## src/rtl/pipelined_carry_adder.sv

```systemverilog
// Pipelined ripple-carry adder/subtractor: STAGES chunks of CHUNK full-adder cells with valid/ready backpressure.
// Optional PCA_SATURATE_EN: clamp the sum on signed overflow in the final stage.
module pipelined_carry_adder #(
    parameter int unsigned WIDTH  = 16,
    parameter int unsigned STAGES = 4
) (
    input  logic             clk,
    input  logic             rst_n,
    input  logic             in_valid,
    output logic             in_ready,
    input  logic [WIDTH-1:0] a,
    input  logic [WIDTH-1:0] b,
    input  logic             cin,
    input  logic             sub,
    output logic             out_valid,
    input  logic             out_ready,
    output logic [WIDTH-1:0] sum,
    output logic             cout,
    output logic             ovf
);

    localparam int unsigned CHUNK = WIDTH / STAGES;
    localparam int unsigned LAST  = STAGES - 1;

    if (WIDTH < 2 || STAGES < 1 || (WIDTH % STAGES) != 0) begin : g_param_err
        $error("pipelined_carry_adder: WIDTH must be >= 2 and a multiple of STAGES");
    end

    // Rank 0 holds conditioned operands; rank k+1 holds the beat after chunk k has been added.
    logic [STAGES:0]   v_q;
    logic [WIDTH-1:0]  a_q [STAGES];
    logic [WIDTH-1:0]  b_q [STAGES];
    logic [WIDTH-1:0]  s_q [STAGES];
    logic [STAGES-1:0] c_q;

    logic [WIDTH-1:0]  s_c [STAGES];
    logic [STAGES-1:0] c_c;
    logic [WIDTH-1:0]  sum_c;
    logic              ovf_c;
    logic              stall_c;

    assign stall_c   = out_valid && !out_ready;
    assign in_ready  = !stall_c;
    assign out_valid = v_q[STAGES];

    // Ripple each stage's chunk, starting from the carry it received.
    always_comb begin
        logic             c;
        logic [WIDTH-1:0] s;
        c = 1'b0;
        s = '0;
        for (int unsigned k = 0; k < STAGES; k++) begin
            c = c_q[k];
            s = s_q[k];
            for (int unsigned i = 0; i < CHUNK; i++) begin
                s[k*CHUNK+i] = a_q[k][k*CHUNK+i] ^ b_q[k][k*CHUNK+i] ^ c;
                c = (a_q[k][k*CHUNK+i] & b_q[k][k*CHUNK+i])
                  | (c & (a_q[k][k*CHUNK+i] ^ b_q[k][k*CHUNK+i]));
            end
            s_c[k] = s;
            c_c[k] = c;
        end
    end

    // Same-sign operands producing an opposite-sign result is exactly carry-in(MSB) ^ carry-out(MSB).
    assign ovf_c = (a_q[LAST][WIDTH-1] == b_q[LAST][WIDTH-1])
                && (s_c[LAST][WIDTH-1] != a_q[LAST][WIDTH-1]);

`ifdef PCA_SATURATE_EN
    // Overflow direction follows the sign of A, which is still present in the last rank.
    always_comb begin
        sum_c = s_c[LAST];
        if (ovf_c) begin
            sum_c = a_q[LAST][WIDTH-1] ? {1'b1, {(WIDTH-1){1'b0}}} : {1'b0, {(WIDTH-1){1'b1}}};
        end
    end
`else
    assign sum_c = s_c[LAST];
`endif

    always_ff @(posedge clk or negedge rst_n) begin
        if (!rst_n) begin
            v_q  <= '0;
            c_q  <= '0;
            sum  <= '0;
            cout <= 1'b0;
            ovf  <= 1'b0;
            for (int unsigned k = 0; k < STAGES; k++) begin
                a_q[k] <= '0;
                b_q[k] <= '0;
                s_q[k] <= '0;
            end
        end else if (!stall_c) begin
            v_q    <= {v_q[STAGES-1:0], in_valid};
            a_q[0] <= a;
            b_q[0] <= sub ? ~b : b;
            s_q[0] <= '0;
            c_q[0] <= sub | cin;
            for (int unsigned k = 1; k < STAGES; k++) begin
                a_q[k] <= a_q[k-1];
                b_q[k] <= b_q[k-1];
                s_q[k] <= s_c[k-1];
                c_q[k] <= c_c[k-1];
            end
            // Result registers only move when a valid beat lands, so bubbles never disturb them.
            if (v_q[LAST]) begin
                sum  <= sum_c;
                cout <= c_c[LAST];
                ovf  <= ovf_c;
            end
        end
    end

endmodule
```

## config.mk

```make
export PLATFORM = sky130hd
export DESIGN_NAME = pipelined_carry_adder
export DESIGN_NICKNAME = d
export VERILOG_FILES = /design/src/rtl/pipelined_carry_adder.sv
export SDC_FILE = /design/constraint.sdc
export NUM_CORES = 1
export LEC_CHECK = 0
export ABC_AREA = 1
export BUFFER_PORTS_ARGS = -buffer_cell sky130_fd_sc_hd__clkbuf_2
export CAP_MARGIN = 20
export CORE_UTILIZATION = 50
export CTS_CLUSTER_SIZE = 30
export DETAILED_ROUTE_END_ITERATION = 12
export GPL_TIMING_DRIVEN = 0
export PLACE_DENSITY = 0.7
export REMOVE_ABC_BUFFERS = 1
export SLEW_MARGIN = 30
export SYNTH_ARGS = -nofsm -noshare
export SYNTH_HDL_FRONTEND = slang
export SYNTH_SLANG_ARGS = --single-unit
```

## constraint.sdc

```tcl
create_clock -name clk -period 2.9 [get_ports clk]
set_clock_uncertainty 0.05 [all_clocks]
set_input_delay 0.145 -clock clk [delete_from_list [all_inputs] [get_ports clk]]
set_output_delay 0.145 -clock clk [all_outputs]
set_load 0.05 [all_outputs]
```

Yosys cells after proc, flatten, opt, wreduce, memory -nomap -nowiden
Cells that the tools add are included.
{"block": "op_classes", "eq_ne": 2, "n_mux": 1, "n_bitwise": 83, "n_reduce_logical": 5}
{"operator": "1-bit AND", "n": 32}
{"operator": "1-bit XOR", "n": 32}
{"operator": "1-bit bitwise OR", "n": 17}
{"operator": "16-bit 2-to-1 mux", "n": 1}
{"operator": "16-bit inverter", "n": 1}
{"operator": "1-bit logical AND", "n": 2}
{"operator": "1-bit zero test", "n": 2}
{"operator": "2-bit AND reduction", "n": 1}
{"operator": "1-bit equality test", "n": 1}
{"operator": "1-bit != test", "n": 1}
{"operator": "1-bit inverter", "n": 1}
{"block": "totals", "ff_bits": 179, "in_bits": 38, "output_inout_bits": 20, "elab_cells": 107}

Logic depth before layout (Yosys ltp)
{"block": "logic_depth", "depth_word": 10, "mapped_depth": 13}

Worst setup path before layout
No wires, ideal clock.
{"block": "synth_timing", "kind": "register to register", "start": "register a_q[12] (netlist name)", "end": "register ovf", "t_arrival_ns": 2.134, "required_ns": 2.732, "setup_slack_ns": 0.598, "stages_incl_launch_ff": 14, "path_buffers": 0, "synth_period_minus_slack_ns": 2.302, "cell_sequence": "dfrtp_1 fa_1 inv_1 fa_1 inv_1 fa_1 inv_1 fa_1 inv_1 nand2_1 nand2_1 nor2_1 nand2_1 nand2_1"}
{"block": "synth_via", "elab_chain_cells": 10, "elab_cells_between_ends": 11, "cone_classes": "eq/ne: 1; bitwise: 9; reduce/logical: 1"}
{"element": "start, declared", "line": "31", "rtl": "logic [WIDTH-1:0] a_q [STAGES];"}
{"element": "start signal, assigned by index", "line": "100", "rtl": "a_q[k] <= a_q[k-1];"}
{"element": "1-bit XOR", "line": "58", "rtl": "| (c & (a_q[k][k*CHUNK+i] ^ b_q[k][k*CHUNK+i]));"}
{"element": "1-bit AND", "line": "58"}
{"element": "1-bit bitwise OR *", "line": "58"}
{"element": "1-bit AND *", "line": "58"}
{"element": "1-bit bitwise OR *", "line": "58"}
{"element": "1-bit AND *", "line": "58"}
{"element": "1-bit bitwise OR *", "line": "58"}
{"element": "1-bit XOR *", "line": "56", "rtl": "s[k*CHUNK+i] = a_q[k][k*CHUNK+i] ^ b_q[k][k*CHUNK+i] ^ c;"}
{"element": "1-bit != test *", "line": "67", "rtl": "&& (s_c[LAST][WIDTH-1] != a_q[LAST][WIDTH-1]);"}
{"element": "1-bit logical AND *", "line": "67"}
{"element": "end signal, assigned", "line": "109", "rtl": "ovf <= ovf_c;"}
{"element": "end, declared", "line": "19", "rtl": "output logic ovf"}
Every way passes the cells marked *; elsewhere a longest branch is shown, timed or not.
A chain may end at the register's enable or synchronous reset.

Worst setup path after layout
Ends and elaborated chain as after synthesis.

==> flow_summary_export.csv <==
group,metric,value,unit
setup_path,worstSetupStartpointType,"register",
sta,slew_violations,0,
die,design.core.area,10500,um^2
run,max-cap-violations,0,
detailed_routing,drt-pass1-iter-count,4,
clock_tree,cts_buffer_depth,2,
sta,worst_slack,0.457,ns
setup_path,path_cells,"fa_1 > inv_1 > fa_1 > inv_1 > fa_1 > inv_1 > fa_1 > inv_1 > nand2_1 > nand2_1 > nor2_1 > nand2_1 > nand2_1",
synthesis,ys_warn_count,0,
clock_tree,cts.clk_slew.worst_paths,0.06,ns
detailed_routing,wl_met2,4.88,mm
detailed_routing,vias_per_cell,4.71,
power,leakage,3.41,nW
worst_hold_path,hp-class,"input pin to async pin",
detailed_routing,drtIter0Drc,230,
clock_tree,numCtsBuffers,17,
sta,fin_crit,2.44,ns
global_routing,grt_max_degree,118,
setup_path,crit_type,"register to register",
place,dp_slack,0.467,ns
power,cellPowerDensity,1120,nW/um^2
sta,hold_viol,0,
finish,fin_area,6730,um^2
clock_tree,clk_latency,0.50,ns
place,portBuffers,57,
global_routing,antenna_found_initial,0,
setup_path,crit_required,3.25,ns
clock_tree,root_buffer,"clkbuf_8",
setup_path,reg2reg_from,"a_q[12]$_DFFE_PN0N_",
clock_tree,h-tree-depth,4,
synthesis,synth_top_cells_by_area,"dfrtp_1, nand2_1, fa_1",
die,die_area,11300,um^2
setup_path,critical_path_buf_inv_count,4,
synthesis,syn-instance-count,563,
setup_path,cp-startpoint,"a_q[12]$_DFFE_PN0N_",
die,start_util,0.522,
detailed_routing,wl_per_cell,12.2,um
finish,drive_gt1_frac,0.141,
setup_path,cpMaxStageDelayCell,"fa_1",
place,gp_congestion,0.723,
detailed_routing,routed_wl,9.70,mm
global_routing,gr-usage-all-layers,0.197,
finish,areaGrowthSynthToFinish,23.1,%
die,io_pins,58,
die,row_count,37,
place,dp_hpwl,5.53,mm
global_routing,first_global_vias,3774,
clock_tree,cts_resized,0,
sta,tightestPinTransition,0.667,ns
setup_path,critical_path_arrival,2.79,ns
setup_path,critPathTopFamily,"adder cells",
detailed_routing,route.vias.total,3747,
sta,setup_viol,0,
detailed_routing,drc,0,
detailed_routing,final_antenna_net_count,0,
place,post_dp_cell_area,5780,um^2
outcome,outcome,"finished clean",
sta,period_share,0.842,
synthesis,yosysUniqueCellTypes,15,
global_routing,grt_overflow,0,
setup_path,slowest_delay,0.41,ns
detailed_routing,top_layer,"met4",
sta,fmax,409,MHz
finish,antenna_cells,0,
sta,rsz0062_at_grt,"no",
synthesis,syn_area,5460,um^2
detailed_routing,routed-wl-met3,235,um
setup_path,crit_fanout,2,
clock_tree,numClockSinks,131,
setup_path,critPathCaptureType,"register",
synthesis,yosysSeqAreaShare,0.600,
power,vdd_drop_max,0.610,mV
finish,fin_nets,702,
clock_tree,cts_tree,"yes",
die,fp.dieW,107,um
detailed_routing,wirelength_met1,4.49,mm
sta,max_slew_margin,0.556,
synthesis,synth_top_area_frac,0.600,
die,die_h,107,um
power,finalPower,7.56,mW
synthesis,yosysTopAreaCell,"dfrtp_1",
synthesis,syn_avg_cell_area,9.70,um^2
global_routing,grt_pass1_wl,17.2,mm
synthesis,ys_ff_latch,131,
flip-flops by register name (all words and copies together), names as in the netlist:
name  flops
cout      1
sum      16
s_c      24
c_q       4
ovf       1
b_q      40
v_q       5
a_q      40
cell usage after synthesis:
cell type,count
o21ai_1,16
nand2_4,1
nand2_1,237
o21ai_0,63
clkbuf_1,5
xnor2_1,16
buf_2,11
inv_1,49
buf_6,12
buf_4,1
dfrtp_1,131
nor2_1,2
ha_1,1
inv_2,2
fa_1,16
report_power, final:
part | switching, mW | leakage, nW | internal, mW
clock network | 0.732 | 0.291 | 1.37
logic | 1.62 | 1.52 | 0.796
registers | 0.408 | 1.60 | 2.63
total | 2.76 | 3.41 | 4.79
cell type report:
class	instances	area, um^2
fillers	918	3740
flip-flops and latches	131	3280
multi-input cells	352	1790
repair buffers	94	699
clock buffers	22	463
inverters	51	196
well taps	136	170
clock inverters	10	130
final timing paths:
path | endpoint | slack (ns) | cells past startpoint
setup reg to reg | ovf$_DFFE_PN0P_ | 0.46 | 13
hold reg to reg | b_q[42]$_DFFE_PN0N_ | 0.42 | 2
hold / removal | b_q[51]$_DFFE_PN0N_ | 0.1 | 2
max in group asynchronous | s_c[6]$_DFFE_PN0N_ | 1.98 | 3
min in group clk | v_q[4]$_DFFE_PN0N_ | 0.31 | 4
setup / recovery | ovf$_DFFE_PN0P_ | 0.46 | 13
logic make-up (layout without fill, tap and decap cells):
kind of cell,after synthesis,count (layout),synth area share
flops,131,131,0.600
compound gates,79,79,0.0724
fa+ha+maj,17,17,0.0609
xor+xnor,16,16,0.0257
simple gates,240,240,0.166
buf+inv,80,177,0.0747
metrics by stage:
step                 util  setup TNS, ns  hold WS, ns  cells
finish              0.643              0       0.0974    796
detailed placement  0.553              0       0.0669    729
floorplan               -              0       -0.201    534
global placement    0.545         -49.16        0.297    727
global route        0.643              0        0.109    796
CTS                 0.643              0       0.0950    796
cell usage in the layout (no fill, tap or decap), types with 2 or more instances in the layout:
| cell | instances |
|---|---|
| dlygate4sd3_1 | 35 |
| clkbuf_16 | 16 |
| clkinvlp_4 | 2 |
| clkbuf_1 | 2 |
| o21ai_1 | 16 |
| inv_1 | 49 |
| dfrtp_1 | 131 |
| bufinv_16 | 3 |
| nand2_1 | 236 |
| nor2_1 | 2 |
| o21ai_0 | 63 |
| clkbuf_8 | 5 |
| clkbuf_2 | 56 |
| xnor2_1 | 16 |
| fa_1 | 16 |
| clkinv_2 | 5 |
| buf_16 | 2 |
repair_timing:
item	4_1_cts	5_1_grt
hold buffers	35	0
hold endpoints to repair	165	0
setup buffers	0	0
routing by layer:
layer,global-route usage,vias to the layer above
met5,0,-
li1,-,1885
met1,0.251,1791
met2,0.318,63
met4,0.0793,0
met3,0.0546,8
Power figures use the tool's default switching activity.
